--- config.mk ---
export PLATFORM = sky130hd
export DESIGN_NAME = cpu_mem_arbiter_flat
export DESIGN_NICKNAME = d
export VERILOG_FILES = /design/src/rtl/cpu_mem_arbiter_if.sv /design/src/rtl/cpu_mem_arbiter.sv /design/src/flat_wrapper.sv
export SDC_FILE = /design/constraint.sdc
export NUM_CORES = 1
export LEC_CHECK = 0
export ABC_AREA = 1
export BUFFER_PORTS_ARGS = -buffer_cell sky130_fd_sc_hd__buf_2
export CAP_MARGIN = 10
export CORE_UTILIZATION = 25
export CTS_BUF_LIST = sky130_fd_sc_hd__clkbuf_8
export DETAILED_ROUTE_END_ITERATION = 10
export HOLD_SLACK_MARGIN = 0.05
export PLACE_DENSITY_LB_ADDON = 0.15
export SKIP_CTS_REPAIR_TIMING = 1
export SYNTH_ARGS = -nofsm -noshare
export SYNTH_HDL_FRONTEND = slang
export SYNTH_SLANG_ARGS = --single-unit
--- constraint.sdc ---
create_clock -name clk -period 2.6 [get_ports clk]
set_input_delay 0.39 -clock clk [delete_from_list [all_inputs] [get_ports clk]]
set_output_delay 0.39 -clock clk [all_outputs]
set_load 0.005 [all_outputs]
--- src/rtl/cpu_mem_arbiter_if.sv ---
// -----------------------------------------------------------------------------
// cpu_mem_arbiter_if
//
// Purpose: bundles the requester-side handshakes (instruction fetch and
// load/store) and the memory-side bus of cpu_mem_arbiter.
//
// Handshake semantics (shared by both requesters):
//   A requester raises *_req with stable operands and keeps them until it sees
//   *_gnt, a one-cycle pulse in the first cycle of its memory access. It drops
//   *_req in the cycle after *_gnt unless it wants another access. *_valid is a
//   one-cycle pulse that marks completion; *_rdata holds the last read word
//   until the next read by the same requester completes.
//
// Modports:
//   slave  - arbiter view (takes requests and mem_rdata, drives grants/bus)
//   master - environment view (CPU pipeline plus memory array)
// -----------------------------------------------------------------------------
interface cpu_mem_arbiter_if #(
   parameter int ADDR_W = 8,
   parameter int DATA_W = 16
);
   // instruction fetch
   logic              if_req;
   logic [ADDR_W-1:0] if_addr;
   logic              if_gnt;
   logic              if_valid;
   logic [DATA_W-1:0] if_rdata;
   // load/store
   logic              ls_req;
   logic              ls_we;
   logic [ADDR_W-1:0] ls_addr;
   logic [DATA_W-1:0] ls_wdata;
   logic              ls_gnt;
   logic              ls_valid;
   logic [DATA_W-1:0] ls_rdata;
   // memory array
   logic              mem_en;
   logic              mem_we;
   logic [ADDR_W-1:0] mem_addr;
   logic [DATA_W-1:0] mem_wdata;
   logic [DATA_W-1:0] mem_rdata;
   // status
   logic              busy;

   modport slave (
      input  if_req, if_addr,
      output if_gnt, if_valid, if_rdata,
      input  ls_req, ls_we, ls_addr, ls_wdata,
      output ls_gnt, ls_valid, ls_rdata,
      output mem_en, mem_we, mem_addr, mem_wdata,
      input  mem_rdata,
      output busy
   );

   modport master (
      output if_req, if_addr,
      input  if_gnt, if_valid, if_rdata,
      output ls_req, ls_we, ls_addr, ls_wdata,
      input  ls_gnt, ls_valid, ls_rdata,
      input  mem_en, mem_we, mem_addr, mem_wdata,
      output mem_rdata,
      input  busy
   );
endinterface

--- src/rtl/cpu_mem_arbiter.sv ---
// -----------------------------------------------------------------------------
// cpu_mem_arbiter
//
// Purpose: sequences the CPU's single-port unified memory between the
// instruction-fetch unit (IF) and the load/store unit (LS). One access at a
// time: IDLE -> ACCESS (WAIT_CYCLES cycles, mem_en high) -> RESP (one cycle,
// owner's valid pulse) -> IDLE. Requests are only sampled in IDLE, so a
// request arriving during ACCESS/RESP simply waits while it is held.
//
// Parameters:
//   ADDR_W      - address width of both requesters and memory
//   DATA_W      - data word width
//   WAIT_CYCLES - cycles mem_en is held per access (>= 1)
//
// Ports:
//   clk       - system clock, rising edge
//   reset     - asynchronous active-high reset; abandons any access in flight
//   bus       - cpu_mem_arbiter_if.slave: IF/LS handshakes, memory bus, busy
//   state_dbg - current FSM state (IDLE=0, ACCESS=1, RESP=2)
//
// Build option:
//   CPU_ARB_FAIRNESS_EN - when defined, IF wins a tie after LS has been
//   granted three times in a row while IF was waiting. When undefined, LS
//   always wins a tie and IF can starve.
// -----------------------------------------------------------------------------
module cpu_mem_arbiter #(
   parameter int ADDR_W      = 8,
   parameter int DATA_W      = 16,
   parameter int WAIT_CYCLES = 1
) (
   input  logic                   clk,
   input  logic                   reset,
   cpu_mem_arbiter_if.slave       bus,
   output logic [1:0]             state_dbg
);

   localparam logic [1:0] IDLE   = 2'd0;
   localparam logic [1:0] ACCESS = 2'd1;
   localparam logic [1:0] RESP   = 2'd2;

   // The wait counter only ever holds 0 .. WAIT_CYCLES-1.
   localparam int            CW       = (WAIT_CYCLES > 1) ? $clog2(WAIT_CYCLES) : 1;
   localparam logic [CW-1:0] CNT_INIT = CW'(WAIT_CYCLES - 1);

   logic [1:0]        state;
   logic              owner_ls;   // 1 = current access belongs to LS
   logic              lat_we;
   logic [ADDR_W-1:0] lat_addr;
   logic [DATA_W-1:0] lat_wdata;
   logic [CW-1:0]     wait_cnt;
   logic [DATA_W-1:0] if_rdata_q;
   logic [DATA_W-1:0] ls_rdata_q;

   logic any_req;
   logic pick_ls;
   logic in_access;
   logic in_resp;
   logic first_access;

   assign any_req = bus.if_req | bus.ls_req;

`ifdef CPU_ARB_FAIRNESS_EN
   // Consecutive LS grants made while IF was also asking, saturating at 3.
   logic [1:0] ls_streak;
   logic       if_turn;

   assign if_turn = (ls_streak == 2'd3) && bus.if_req && bus.ls_req;
   assign pick_ls = bus.ls_req && !if_turn;

   // Updated at the same edge that selects the winner, i.e. once per grant.
   always_ff @(posedge clk or posedge reset) begin
      if (reset) begin
         ls_streak <= 2'd0;
      end else if (state == IDLE && any_req) begin
         if (pick_ls && bus.if_req) begin
            if (ls_streak != 2'd3) ls_streak <= ls_streak + 2'd1;
         end else begin
            ls_streak <= 2'd0;
         end
      end
   end
`else
   assign pick_ls = bus.ls_req;
`endif

   always_ff @(posedge clk or posedge reset) begin
      if (reset) begin
         state      <= IDLE;
         owner_ls   <= 1'b0;
         lat_we     <= 1'b0;
         lat_addr   <= '0;
         lat_wdata  <= '0;
         wait_cnt   <= '0;
         if_rdata_q <= '0;
         ls_rdata_q <= '0;
      end else begin
         case (state)
            IDLE: begin
               if (any_req) begin
                  owner_ls  <= pick_ls;
                  lat_we    <= pick_ls & bus.ls_we;
                  lat_addr  <= pick_ls ? bus.ls_addr : bus.if_addr;
                  lat_wdata <= pick_ls ? bus.ls_wdata : '0;
                  wait_cnt  <= CNT_INIT;
                  state     <= ACCESS;
               end
            end
            ACCESS: begin
               if (wait_cnt == '0) begin
                  // mem_rdata is valid in the last access cycle; stores leave
                  // both read registers untouched.
                  if (!lat_we) begin
                     if (owner_ls) ls_rdata_q <= bus.mem_rdata;
                     else          if_rdata_q <= bus.mem_rdata;
                  end
                  state <= RESP;
               end else begin
                  wait_cnt <= wait_cnt - 1'b1;
               end
            end
            RESP:    state <= IDLE;
            default: state <= IDLE;
         endcase
      end
   end

   assign in_access = (state == ACCESS);
   assign in_resp   = (state == RESP);
   // The counter is loaded with CNT_INIT and only counts down, so it equals
   // CNT_INIT in exactly the first ACCESS cycle.
   assign first_access = in_access && (wait_cnt == CNT_INIT);

   assign bus.mem_en    = in_access;
   assign bus.mem_we    = in_access & lat_we;
   assign bus.mem_addr  = lat_addr;
   assign bus.mem_wdata = lat_wdata;

   assign bus.if_gnt   = first_access & ~owner_ls;
   assign bus.ls_gnt   = first_access &  owner_ls;
   assign bus.if_valid = in_resp & ~owner_ls;
   assign bus.ls_valid = in_resp &  owner_ls;
   assign bus.if_rdata = if_rdata_q;
   assign bus.ls_rdata = ls_rdata_q;
   assign bus.busy     = in_access | in_resp;

   assign state_dbg = state;

endmodule
--- src/flat_wrapper.sv ---
// flat-port wrapper written by rule: the top's interface ports become plain ports
module cpu_mem_arbiter_flat 
#(
   parameter int ADDR_W      = 8,
   parameter int DATA_W      = 16,
   parameter int WAIT_CYCLES = 1
)
  (clk, reset, state_dbg, bus_if_req, bus_if_addr, bus_if_gnt, bus_if_valid, bus_if_rdata, bus_ls_req, bus_ls_we, bus_ls_addr, bus_ls_wdata, bus_ls_gnt, bus_ls_valid, bus_ls_rdata, bus_mem_en, bus_mem_we, bus_mem_addr, bus_mem_wdata, bus_mem_rdata, bus_busy);
  cpu_mem_arbiter_if #(.ADDR_W(ADDR_W), .DATA_W(DATA_W)) bus_i ();
  input  logic clk;
  input  logic reset;
  output logic [1:0] state_dbg;
  input wire logic [$bits(bus_i.if_req)-1:0] bus_if_req;
  input wire logic [$bits(bus_i.if_addr)-1:0] bus_if_addr;
  output wire logic [$bits(bus_i.if_gnt)-1:0] bus_if_gnt;
  output wire logic [$bits(bus_i.if_valid)-1:0] bus_if_valid;
  output wire logic [$bits(bus_i.if_rdata)-1:0] bus_if_rdata;
  input wire logic [$bits(bus_i.ls_req)-1:0] bus_ls_req;
  input wire logic [$bits(bus_i.ls_we)-1:0] bus_ls_we;
  input wire logic [$bits(bus_i.ls_addr)-1:0] bus_ls_addr;
  input wire logic [$bits(bus_i.ls_wdata)-1:0] bus_ls_wdata;
  output wire logic [$bits(bus_i.ls_gnt)-1:0] bus_ls_gnt;
  output wire logic [$bits(bus_i.ls_valid)-1:0] bus_ls_valid;
  output wire logic [$bits(bus_i.ls_rdata)-1:0] bus_ls_rdata;
  output wire logic [$bits(bus_i.mem_en)-1:0] bus_mem_en;
  output wire logic [$bits(bus_i.mem_we)-1:0] bus_mem_we;
  output wire logic [$bits(bus_i.mem_addr)-1:0] bus_mem_addr;
  output wire logic [$bits(bus_i.mem_wdata)-1:0] bus_mem_wdata;
  input wire logic [$bits(bus_i.mem_rdata)-1:0] bus_mem_rdata;
  output wire logic [$bits(bus_i.busy)-1:0] bus_busy;
  assign bus_i.if_req = bus_if_req;
  assign bus_i.if_addr = bus_if_addr;
  assign bus_if_gnt = bus_i.if_gnt;
  assign bus_if_valid = bus_i.if_valid;
  assign bus_if_rdata = bus_i.if_rdata;
  assign bus_i.ls_req = bus_ls_req;
  assign bus_i.ls_we = bus_ls_we;
  assign bus_i.ls_addr = bus_ls_addr;
  assign bus_i.ls_wdata = bus_ls_wdata;
  assign bus_ls_gnt = bus_i.ls_gnt;
  assign bus_ls_valid = bus_i.ls_valid;
  assign bus_ls_rdata = bus_i.ls_rdata;
  assign bus_mem_en = bus_i.mem_en;
  assign bus_mem_we = bus_i.mem_we;
  assign bus_mem_addr = bus_i.mem_addr;
  assign bus_mem_wdata = bus_i.mem_wdata;
  assign bus_i.mem_rdata = bus_mem_rdata;
  assign bus_busy = bus_i.busy;
  cpu_mem_arbiter #(.ADDR_W(ADDR_W), .DATA_W(DATA_W), .WAIT_CYCLES(WAIT_CYCLES)) u_core (.clk(clk), .reset(reset), .bus(bus_i), .state_dbg(state_dbg));
endmodule
==> impl_metrics.csv <==
group,metric,value,unit
die,start_util,25.96,%
timing,finalHoldViolCount,0,
yosys,synthCells,301,
timing,tightest_slew,1.046,ns
timing,relSlewSlack,30.23,%
timing,min_period,1.854,ns
timing,fmax,539.4,MHz
setup_path,end_kind,"output pin",
die,coreArea,9864,µm²
timing,timing.final.crit_share,71.31,%
timing,setup_tns,0,ns
die,rows,36,
timing,rsz0062_at_grt,"no",
flow_run,drv_cap,0,
placement,place_area,3269,µm²
clock_tree,cts_inserted_buffers,9,
clock_tree,cts_tree,"yes",
yosys,netlist_area,2561,µm²
pwr,cellLeakagePower,2.059,nW
timing,clock_skew,0.008204,ns
finish,final_cell_area,3486,µm²
setup_path,arrival,1.46,ns
placement,hpwl,4.717,mm
grt,grt_pass1_vias,2242,
yosys,synth.avg_cell_area,8.509,µm²
finish,nets,477,
clock_tree,cts_buffer_depth,2,
finish,diodes,0,
clock_tree,clkTransAtPathRegs,0.06,ns
drt,num_vias,2340,
grt,grt_pass1_wl,11.03,mm
finish,layout_commonest_cell,"nand2_1",
setup_path,worst_ep_required_time,2.21,ns
drt,route.antenna.remaining_nets,0,
timing,final.setup.worst_slack,0.7460,ns
die,ios,118,
timing,whs,0.1409,ns
clock_tree,cts-root-buf,"clkbuf_8",
placement,port_buffers,117,
drt,firstDrtPassIters,4,
setup_path,worstSetupPathType,"reg2out",
drt,remaining_drc_errors,0,
timing,slew_viol_final,0,
hold_path,hp-class,"in2async",
setup_path,path_max_fanout,18,
die,die_y,103.2,µm
yosys,ys_warn_count,0,
finish,layout_common_cells,"nand2_1 (167), buf_2 (117), dfrtp_1 (60)",
placement,place_ws,0.8529,ns
grt,grt.overflow.total,0,
finish,drive_gt1_share,34.59,%
pwr,powerDensity,1184,nW/µm²
drt,drtIter0Drc,76,
finish,syn_to_final_growth,36.10,%
die,dieArea,10650,µm²
clock_tree,cts.sinks,60,
finish,instances_no_fill,558,
grt,grtUsageTotal,13.91,%
pwr,finalPower,4.127,mW
yosys,ys_ff_latch,60,
drt,drt-vias-per-instance,4.194,
grt,antenna_found_initial,0,
grt,grt_max_degree,33,
run_status,status,"finished, final reports clean",
placement,gp_congestion,0.7018,
placement,placed_cells,542,
yosys,synth-seq-area-share,58.62,%
die,die_w,103.2,µm
finish,nFillCells,1069,
yosys,ys_types,18,
pwr,vdd.ir_drop.worst,0.0003534,V
setup_path,worstSetupStartpointType,"flip-flop",
finish,final_util,35.34,%
yosys,syn-num-nets,358,
drt,routed_wl,6.761,mm
timing,setup_viol,0,
clock_tree,clock_latency,0.34,ns
clock_tree,cts_htree_levels,3,
drt,wl_per_cell,12.12,µm
==> cell usage after synthesis <==
| library cell | n | area (µm²) |
|---|---|---|
| inv_1 | 9 | 33.78 |
| nor2_4 | 2 | 22.52 |
| nand2_2 | 6 | 37.54 |
| nor2_1 | 3 | 11.26 |
| nand3_1 | 33 | 165.2 |
| nand2_1 | 167 | 626.9 |
| buf_4 | 2 | 15.01 |
| buf_6 | 2 | 22.52 |
| clkbuf_1 | 1 | 3.750 |
| o21ai_2 | 1 | 8.760 |
| ha_1 | 4 | 50.05 |
| buf_2 | 6 | 30.03 |
| dfrtp_1 | 60 | 1501 |
| clkinv_4 | 1 | 8.760 |
| inv_2 | 1 | 3.750 |
| nand2_4 | 1 | 11.26 |
| a21oi_1 | 1 | 5.000 |
| clkinv_1 | 1 | 3.750 |
==> logic make-up (layout without fill, tap and decap cells) <==
kind of cell               Yosys count  in the layout  share of synthesized area, %
and+or+nand+nor                    212            212                         34.15
DFF                                 60             60                         58.62
adders and majority gates            4              4                         1.954
buffers and inverters               23            147                         4.738
AOI/OAI and AO/OA                    2              2                        0.5372
==> layout make-up <==
type	count	area [µm²]	area share [%]
timing repair buffer	119	613.1	17.59
multi-input combinational	218	938.4	26.92
clock inverter	6	78.83	2.261
inverter	12	50.05	1.436
sequential	60	1501	43.07
clock buffer	10	137.6	3.948
tap	133	166.4	4.774
==> routing by layer <==
layer | up-vias | wire, µm | track usage [%]
met2 | 95 | 3126 | 22.82
met3 | 9 | 522 | 4.704
met1 | 1069 | 3022 | 16.84
met4 | 0 | 89 | 5.525
met5 | - | 0 | 0
li1 | 1167 | - | -
==> critical path: stages, from the launching register on <==
cell	delay (ns)
dfrtp_1	0.40
inv_1	0.09
ha_1	0.22
nand2_2	0.10
clkinv_4	0.15
buf_2	0.17
==> registers in the layout, indices dropped and copies added (netlist names) <==
register / count
u_core.bus.if_rdata: 16
u_core.bus.ls_rdata: 16
u_core.bus.mem_wdata: 16
u_core.bus.mem_addr: 8
u_core.state_dbg: 2
u_core.lat_we: 1
u_core.owner_ls: 1
==> worst paths after layout <==
kind	from	slack [ns]	endpoint	cells after the start
setup / recovery	u_core.state_dbg[1]$_DFFE_PP0P_	0.75	bus_ls_gnt	5
hold / removal	reset	0.14	u_core.bus.mem_wdata[3]$_DFFE_PP0P_	2
setup reg to reg	u_core.state_dbg[0]$_DFFE_PP0P_	0.93	u_core.bus.mem_wdata[13]$_DFFE_PP0P_	6
hold reg to reg	u_core.bus.mem_wdata[8]$_DFFE_PP0P_	0.47	u_core.bus.mem_wdata[8]$_DFFE_PP0P_	2
max in group asynchronous	reset	1.87	u_core.bus.ls_rdata[11]$_DFFE_PP0P_	3
min in group clk	bus_ls_wdata[9]	0.25	u_core.bus.mem_wdata[9]$_DFFE_PP0P_	3
==> report_power, final <==
part | switching [mW] | leakage [nW] | internal [mW]
clock network | 0.362 | 0.117 | 0.557
logic | 0.930 | 1.19 | 0.643
registers | 0.260 | 0.747 | 1.37
No activity file was read; power rests on OpenSTA's default activity.
